==> config.mk <==
export PLATFORM = sky130hd
export DESIGN_NAME = median_sorter
export DESIGN_NICKNAME = d
export VERILOG_FILES = /design/src/rtl/median_sorter.sv
export SDC_FILE = /design/constraint.sdc
export NUM_CORES = 1
export LEC_CHECK = 0
export CORE_UTILIZATION = 49
export CTS_CLUSTER_DIAMETER = 50
export DETAILED_ROUTE_END_ITERATION = 10
export PLACE_DENSITY = 0.83
export SLEW_MARGIN = 20
export SYNTH_ARGS = -nofsm -noshare
export SYNTH_HDL_FRONTEND = slang
export SYNTH_SLANG_ARGS = --single-unit
==> constraint.sdc <==
create_clock -name clk -period 2.5 [get_ports clk]
set_input_delay 0.375 -clock clk [delete_from_list [all_inputs] [get_ports clk]]
set_output_delay 0.375 -clock clk [all_outputs]
set_load 0.05 [all_outputs]
==> src/rtl/median_sorter.sv <==
// Rank-order stage for the adaptive median filter: loads one pixel window, sorts it
// in place with an odd-even transposition network and presents z_min/z_med/z_max/z_xy.

module comparator #(
    parameter int DATA_WIDTH = 8
) (
    input  logic [DATA_WIDTH-1:0] a,
    input  logic [DATA_WIDTH-1:0] b,
    output logic                  y
);
    // y flags b > a; equal values never request a swap.
    assign y = (b > a);
endmodule

module median_sorter #(
    parameter int DATA_WIDTH = 8,
    parameter int WINDOW     = 9
) (
    input  logic                         clk,
    input  logic                         rst,
    input  logic                         in_valid,
    output logic                         in_ready,
    input  logic [DATA_WIDTH*WINDOW-1:0] in_data,
    output logic                         out_valid,
    input  logic                         out_ready,
    output logic [DATA_WIDTH-1:0]        z_min,
    output logic [DATA_WIDTH-1:0]        z_med,
    output logic [DATA_WIDTH-1:0]        z_max,
    output logic [DATA_WIDTH-1:0]        z_xy
);
    localparam int MID     = (WINDOW - 1) / 2;
    localparam int PHASE_W = $clog2(WINDOW + 1);

    typedef enum logic [1:0] {
        S_IDLE,
        S_SORT,
        S_DONE
    } state_t;

    state_t                r_state;
    state_t                w_state_next;
    logic [DATA_WIDTH-1:0] r_data      [WINDOW];
    logic [DATA_WIDTH-1:0] w_data_next [WINDOW];
    logic [DATA_WIDTH-1:0] r_centre;
    logic [PHASE_W-1:0]    r_phase;
    logic [WINDOW-2:0]     w_gt;
    logic                  w_load;
    logic                  w_step;

    // One comparator per adjacent pair; the phase parity decides which ones act.
    for (genvar g = 0; g < WINDOW - 1; g++) begin : g_cmp
        comparator #(
            .DATA_WIDTH(DATA_WIDTH)
        ) u_cmp (
            .a(r_data[g+1]),
            .b(r_data[g]),
            .y(w_gt[g])
        );
    end

    always_comb begin
        for (int i = 0; i < WINDOW; i++) begin
            w_data_next[i] = r_data[i];
        end
        for (int i = 0; i < WINDOW - 1; i++) begin
            if ((i[0] == r_phase[0]) && w_gt[i]) begin
                w_data_next[i]   = r_data[i+1];
                w_data_next[i+1] = r_data[i];
            end
        end
    end

    always_ff @(posedge clk or posedge rst) begin
        if (rst) begin
            r_state <= S_IDLE;
        end else begin
            r_state <= w_state_next;
        end
    end

    // NOTE: every control output gets a default before the case so no path infers a latch.
    always_comb begin
        w_state_next = r_state;
        w_load       = 1'b0;
        w_step       = 1'b0;
        in_ready     = 1'b0;
        out_valid    = 1'b0;
        unique case (r_state)
            S_IDLE: begin
                in_ready = !rst;
                if (in_valid && !rst) begin
                    w_load       = 1'b1;
                    w_state_next = S_SORT;
                end
            end
            S_SORT: begin
                w_step = 1'b1;
                if (r_phase == PHASE_W'(WINDOW - 1)) begin
                    w_state_next = S_DONE;
                end
            end
            S_DONE: begin
                out_valid = 1'b1;
                if (out_ready) begin
                    w_state_next = S_IDLE;
                end
            end
            default: w_state_next = S_IDLE;
        endcase
    end

    // NOTE: the sort registers are reset (not left as plain storage) because z_* must read 0 out of reset.
    always_ff @(posedge clk or posedge rst) begin
        if (rst) begin
            for (int i = 0; i < WINDOW; i++) begin
                r_data[i] <= '0;
            end
            r_centre <= '0;
            r_phase  <= '0;
        end else if (w_load) begin
            for (int i = 0; i < WINDOW; i++) begin
                r_data[i] <= in_data[i*DATA_WIDTH +: DATA_WIDTH];
            end
            r_centre <= in_data[MID*DATA_WIDTH +: DATA_WIDTH];
            r_phase  <= '0;
        end else if (w_step) begin
            for (int i = 0; i < WINDOW; i++) begin
                r_data[i] <= w_data_next[i];
            end
            r_phase <= r_phase + PHASE_W'(1);
        end
    end

    assign z_min = r_data[0];
    assign z_med = r_data[MID];
    assign z_max = r_data[WINDOW-1];
    assign z_xy  = r_centre;

endmodule

==> impl_metrics.py <==
metrics = {
    "power_and_ir_drop": {
        "switchingPower_mw": 5.30,
        "powerDensity_nw_per_um2": 1400,
        "combinationalPowerShare": 0.638,
        "clkPwrFrac": 0.125,
        "p_int_mw": 5.57,
        "totalPowerFinal_mw": 10.9,
        "leakage_nw": 3.52,
        "p_sw_frac": 0.488,
        "ir_drop_mv": 0.637,
        "seqPwrFrac": 0.237,
    },
    "clock_tree": {
        "cts_max_level": 3,
        "hold_buffers": 0,
        "clockRootBuffer": "clkbuf_16",
        "clk-insertion-delay-late_ns": 0.35,
        "clk_pin_slew_ns": 0.06,
        "cts_buffers": 9,
        "clock_sinks": 86,
        "cts_tree": "yes",
        "clk_path_buf_depth": 2,
    },
    "yosys": {
        "yosysTopAreaCell": "dfrtp_1",
        "synth_top_family_by_area": "compound AO/OA/AOI/OAI gates",
        "synth_adder_area_share": 0.136,
        "synth_cell_type_count": 51,
        "yosys.area.top_type_share": 0.354,
        "synth_simple_gate_area_share": 0.155,
        "syn_area_um2": 6070,
        "synth_compound_area_frac": 0.187,
        "yosysSeqAreaShare": 0.354,
        "synth_area_leaders": "dfrtp_1 35%, ha_1 14%, mux2i_1 5.8%",
        "synth.area.mux_share": 0.0910,
        "syn_nets": 819,
        "syn-instance-count": 677,
        "synthXorXnorAreaFrac": 0.00288,
        "synth_ff_type": "dfrtp_1",
        "yosysWarnings": 0,
        "ys_ff_latch": 86,
        "synth_edf_count": 0,
        "synth.avg_cell_area_um2": 8.97,
        "synthArstFlopShare": 1.00,
    },
    "global_routing": {
        "grt_pass1_vias": 5713,
        "grt_overflow_total": 0,
        "track_usage": 0.289,
        "grt_max_degree": 28,
        "grt_pass1_wl_mm": 28.9,
        "antenna_found_initial": 0,
    },
    "critical_path": {
        "critPathLaunchType": "register",
        "crit_fanout": 8,
        "path_class": "register to register",
        "required_ns": 2.72,
        "crit_arrival_ns": 2.63,
        "end_kind": "register",
    },
    "layout": {
        "fin_cells": 966,
        "nNetsFinal": 937,
        "synthToLayoutAreaGrowth_pct": 28.0,
        "layout-drive-gt1-share": 0.0977,
        "fin_util": 0.645,
        "num_antenna_cells": 0,
    },
    "route": {
        "drt_iter0_drc": 455,
        "vias": 5764,
        "vias_per_cell": 5.97,
        "wirelength_mm": 18.1,
        "wire_per_inst_um": 18.7,
        "ant_nets": 0,
        "firstDrtPassIters": 6,
        "route.detailed.drc": 0,
    },
    "sta": {
        "rsz0062_at_grt": "true",
        "finalMaxSlewViolations": 0,
        "tns_ns": 0,
        "hold_viol_final": 0,
        "tightest_slew_ns": 0.560,
        "finalSetupViolCount": 0,
        "period_needed_ns": 2.41,
        "fin_crit_sh": 0.965,
        "clock_skew_ns": 0.00750,
        "maxSlewHeadroom": 0.625,
        "hold_slack_ns": 0.472,
        "fmax_ghz": 0.414,
    },
    "floorplanning": {
        "rows": 40,
        "die_width_um": 113,
        "coreArea_um2": 12100,
        "die_h_um": 113,
        "start_util": 0.504,
        "dieArea_um2": 12800,
        "io_pins": 110,
    },
    "worst_hold_path": {
        "hold_path.class": "input pin to async pin",
    },
    "place": {
        "place.gp.congestion": 0.972,
        "portBuffers": 109,
        "dp_hpwl_mm": 13.9,
        "placed_cells": 949,
    },
    "run_status": {
        "outcome": "finished clean",
    },
    "flow_run": {
        "maxCapViolCount": 0,
    },
}
[state kept, by name, indices dropped and copies added, names as in the netlist]
register	count
z_med	8
z_min	8
r_data	48
z_xy	8
r_phase	4
r_state	2
z_max	8
[cells in the final DEF, fill, tap and decap left out, types with 3 or more instances in the layout]
cell type	synthesis	routed
nor2b_1	8	8
dfrtp_1	86	83
a211oi_1	5	5
clkbuf_16	0	9
nand4_1	16	16
o211ai_1	9	9
a21o_1	6	6
inv_1	74	73
nand2_1	91	90
nand2b_1	4	4
o221ai_1	8	8
nor2_4	3	4
mux2i_1	35	35
o21a_1	4	4
nor2_1	50	49
a31oi_1	9	9
a221o_1	8	8
buf_12	0	3
dfrtp_2	0	3
nand3_1	9	9
nor3_1	17	17
o31ai_2	3	3
a41oi_1	5	5
a221oi_1	16	14
buf_4	5	24
mux2_1	5	5
ha_1	66	66
a21oi_1	43	43
clkdlybuf4s50_1	0	108
mux2_2	13	13
o21ai_0	22	22
a22oi_1	8	8
[routing by layer]
layer  global-route usage  part of all wire  vias up  wire length [um]
met3               0.0520             0.069       49              1250
li1                     -                 -     2661                 -
met4                0.118             0.031        0               563
met1                0.381              0.43     2770              7780
met2                0.470              0.47      284              8470
met5                    0                 0        -                 0
[worst paths after layout]
kind | from | end | slack [ns] | cells after the start
setup / recovery | r_data[9]$_DFFE_PP0P_ | r_data[17]$_DFFE_PP0P_ | 0.09 | 10
hold / removal | rst | z_max[4]$_DFFE_PP0P_ | 0.47 | 2
setup reg to reg | r_data[9]$_DFFE_PP0P_ | r_data[17]$_DFFE_PP0P_ | 0.09 | 10
hold reg to reg | z_xy[5]$_DFFE_PP0P_ | z_xy[5]$_DFFE_PP0P_ | 0.48 | 2
max in group asynchronous | rst | r_data[42]$_DFFE_PP0P_ | 1.35 | 3
min in group clk | z_xy[5]$_DFFE_PP0P_ | z_xy[5]$_DFFE_PP0P_ | 0.48 | 2
[logic make-up (layout without fill, tap and decap cells)]
group	count (synthesis)	count (layout)
compound gates	160	160
xor+xnor	2	2
fa+ha+maj	66	66
buf+inv	103	224
flops	86	86
mux	53	53
simple gates	207	207
[cells in the mapped netlist, types with 2 or more instances]
library cell,n
clkbuf_1,4
and2_1,2
a21oi_1,43
nor3_1,17
inv_1,74
a222oi_1,2
ha_1,66
a221oi_1,16
nor2b_1,8
o211a_1,2
nand3_1,9
o31ai_2,3
xor2_1,2
mux2_2,13
nand4_1,16
a22oi_1,8
nor2_1,50
a21o_1,6
nor2_2,2
a221o_1,8
o211ai_1,9
a31oi_1,9
o21ai_0,22
buf_2,14
buf_6,3
dfrtp_1,86
o221ai_1,8
a41oi_1,5
nor2_4,3
buf_1,2
mux2_1,5
mux2i_1,35
a211oi_1,5
buf_4,5
o21a_1,4
nand2_1,91
nand2_2,2
nand2b_1,4
o31ai_1,2
[critical path: stages (launching register included)]
cell      delay (ns)
dfrtp_1         0.41
inv_1           0.09
ha_1            0.30
nor2b_1         0.13
o211ai_1        0.16
a21oi_1         0.11
o31ai_2         0.27
buf_4           0.21
nor2_1          0.14
a221oi_1        0.33
mux2i_1         0.13
[power groups by stage]
| stage | clock [mW] | sequential (mW) | combinational (mW) |
|---|---|---|---|
| after floorplan | 0 | 3.09 | 4.23 |
| after global placement | 0 | 2.53 | 6.35 |
| after detailed placement | 0 | 2.56 | 6.64 |
| after CTS | 1.37 | 2.55 | 6.67 |
| after global routing | 1.42 | 2.62 | 7.56 |
| final | 1.36 | 2.57 | 6.93 |
[what timing repair did]
item / in CTS / in global routing
setup endpoints to repair: 0 / 28
resized for setup: 0 / 10
buffers inserted: 0 / 3
[metrics by stage]
stage | setup slack (ns) | area (um2)
5_1_grt | -0.0581 | 7780
6_report | 0.0872 | 7780
4_1_cts | 0.0364 | 7710
2_1_floorplan | 0.0291 | 6080
3_3_place_gp | 0.158 | 7420
3_5_place_dp | 0.0533 | 7420
[area by class of cell]
| cell class | count | area, um2 |
|---|---|---|
| fillers | 996 | 4280 |
| multi-input cells | 488 | 3510 |
| repair buffers | 136 | 1330 |
| flip-flops and latches | 86 | 2160 |
| well taps | 168 | 210 |
| clock inverters | 1 | 30.0 |
| inverters | 74 | 282 |
| clock buffers | 13 | 260 |
(Power assumes the default switching activity.)
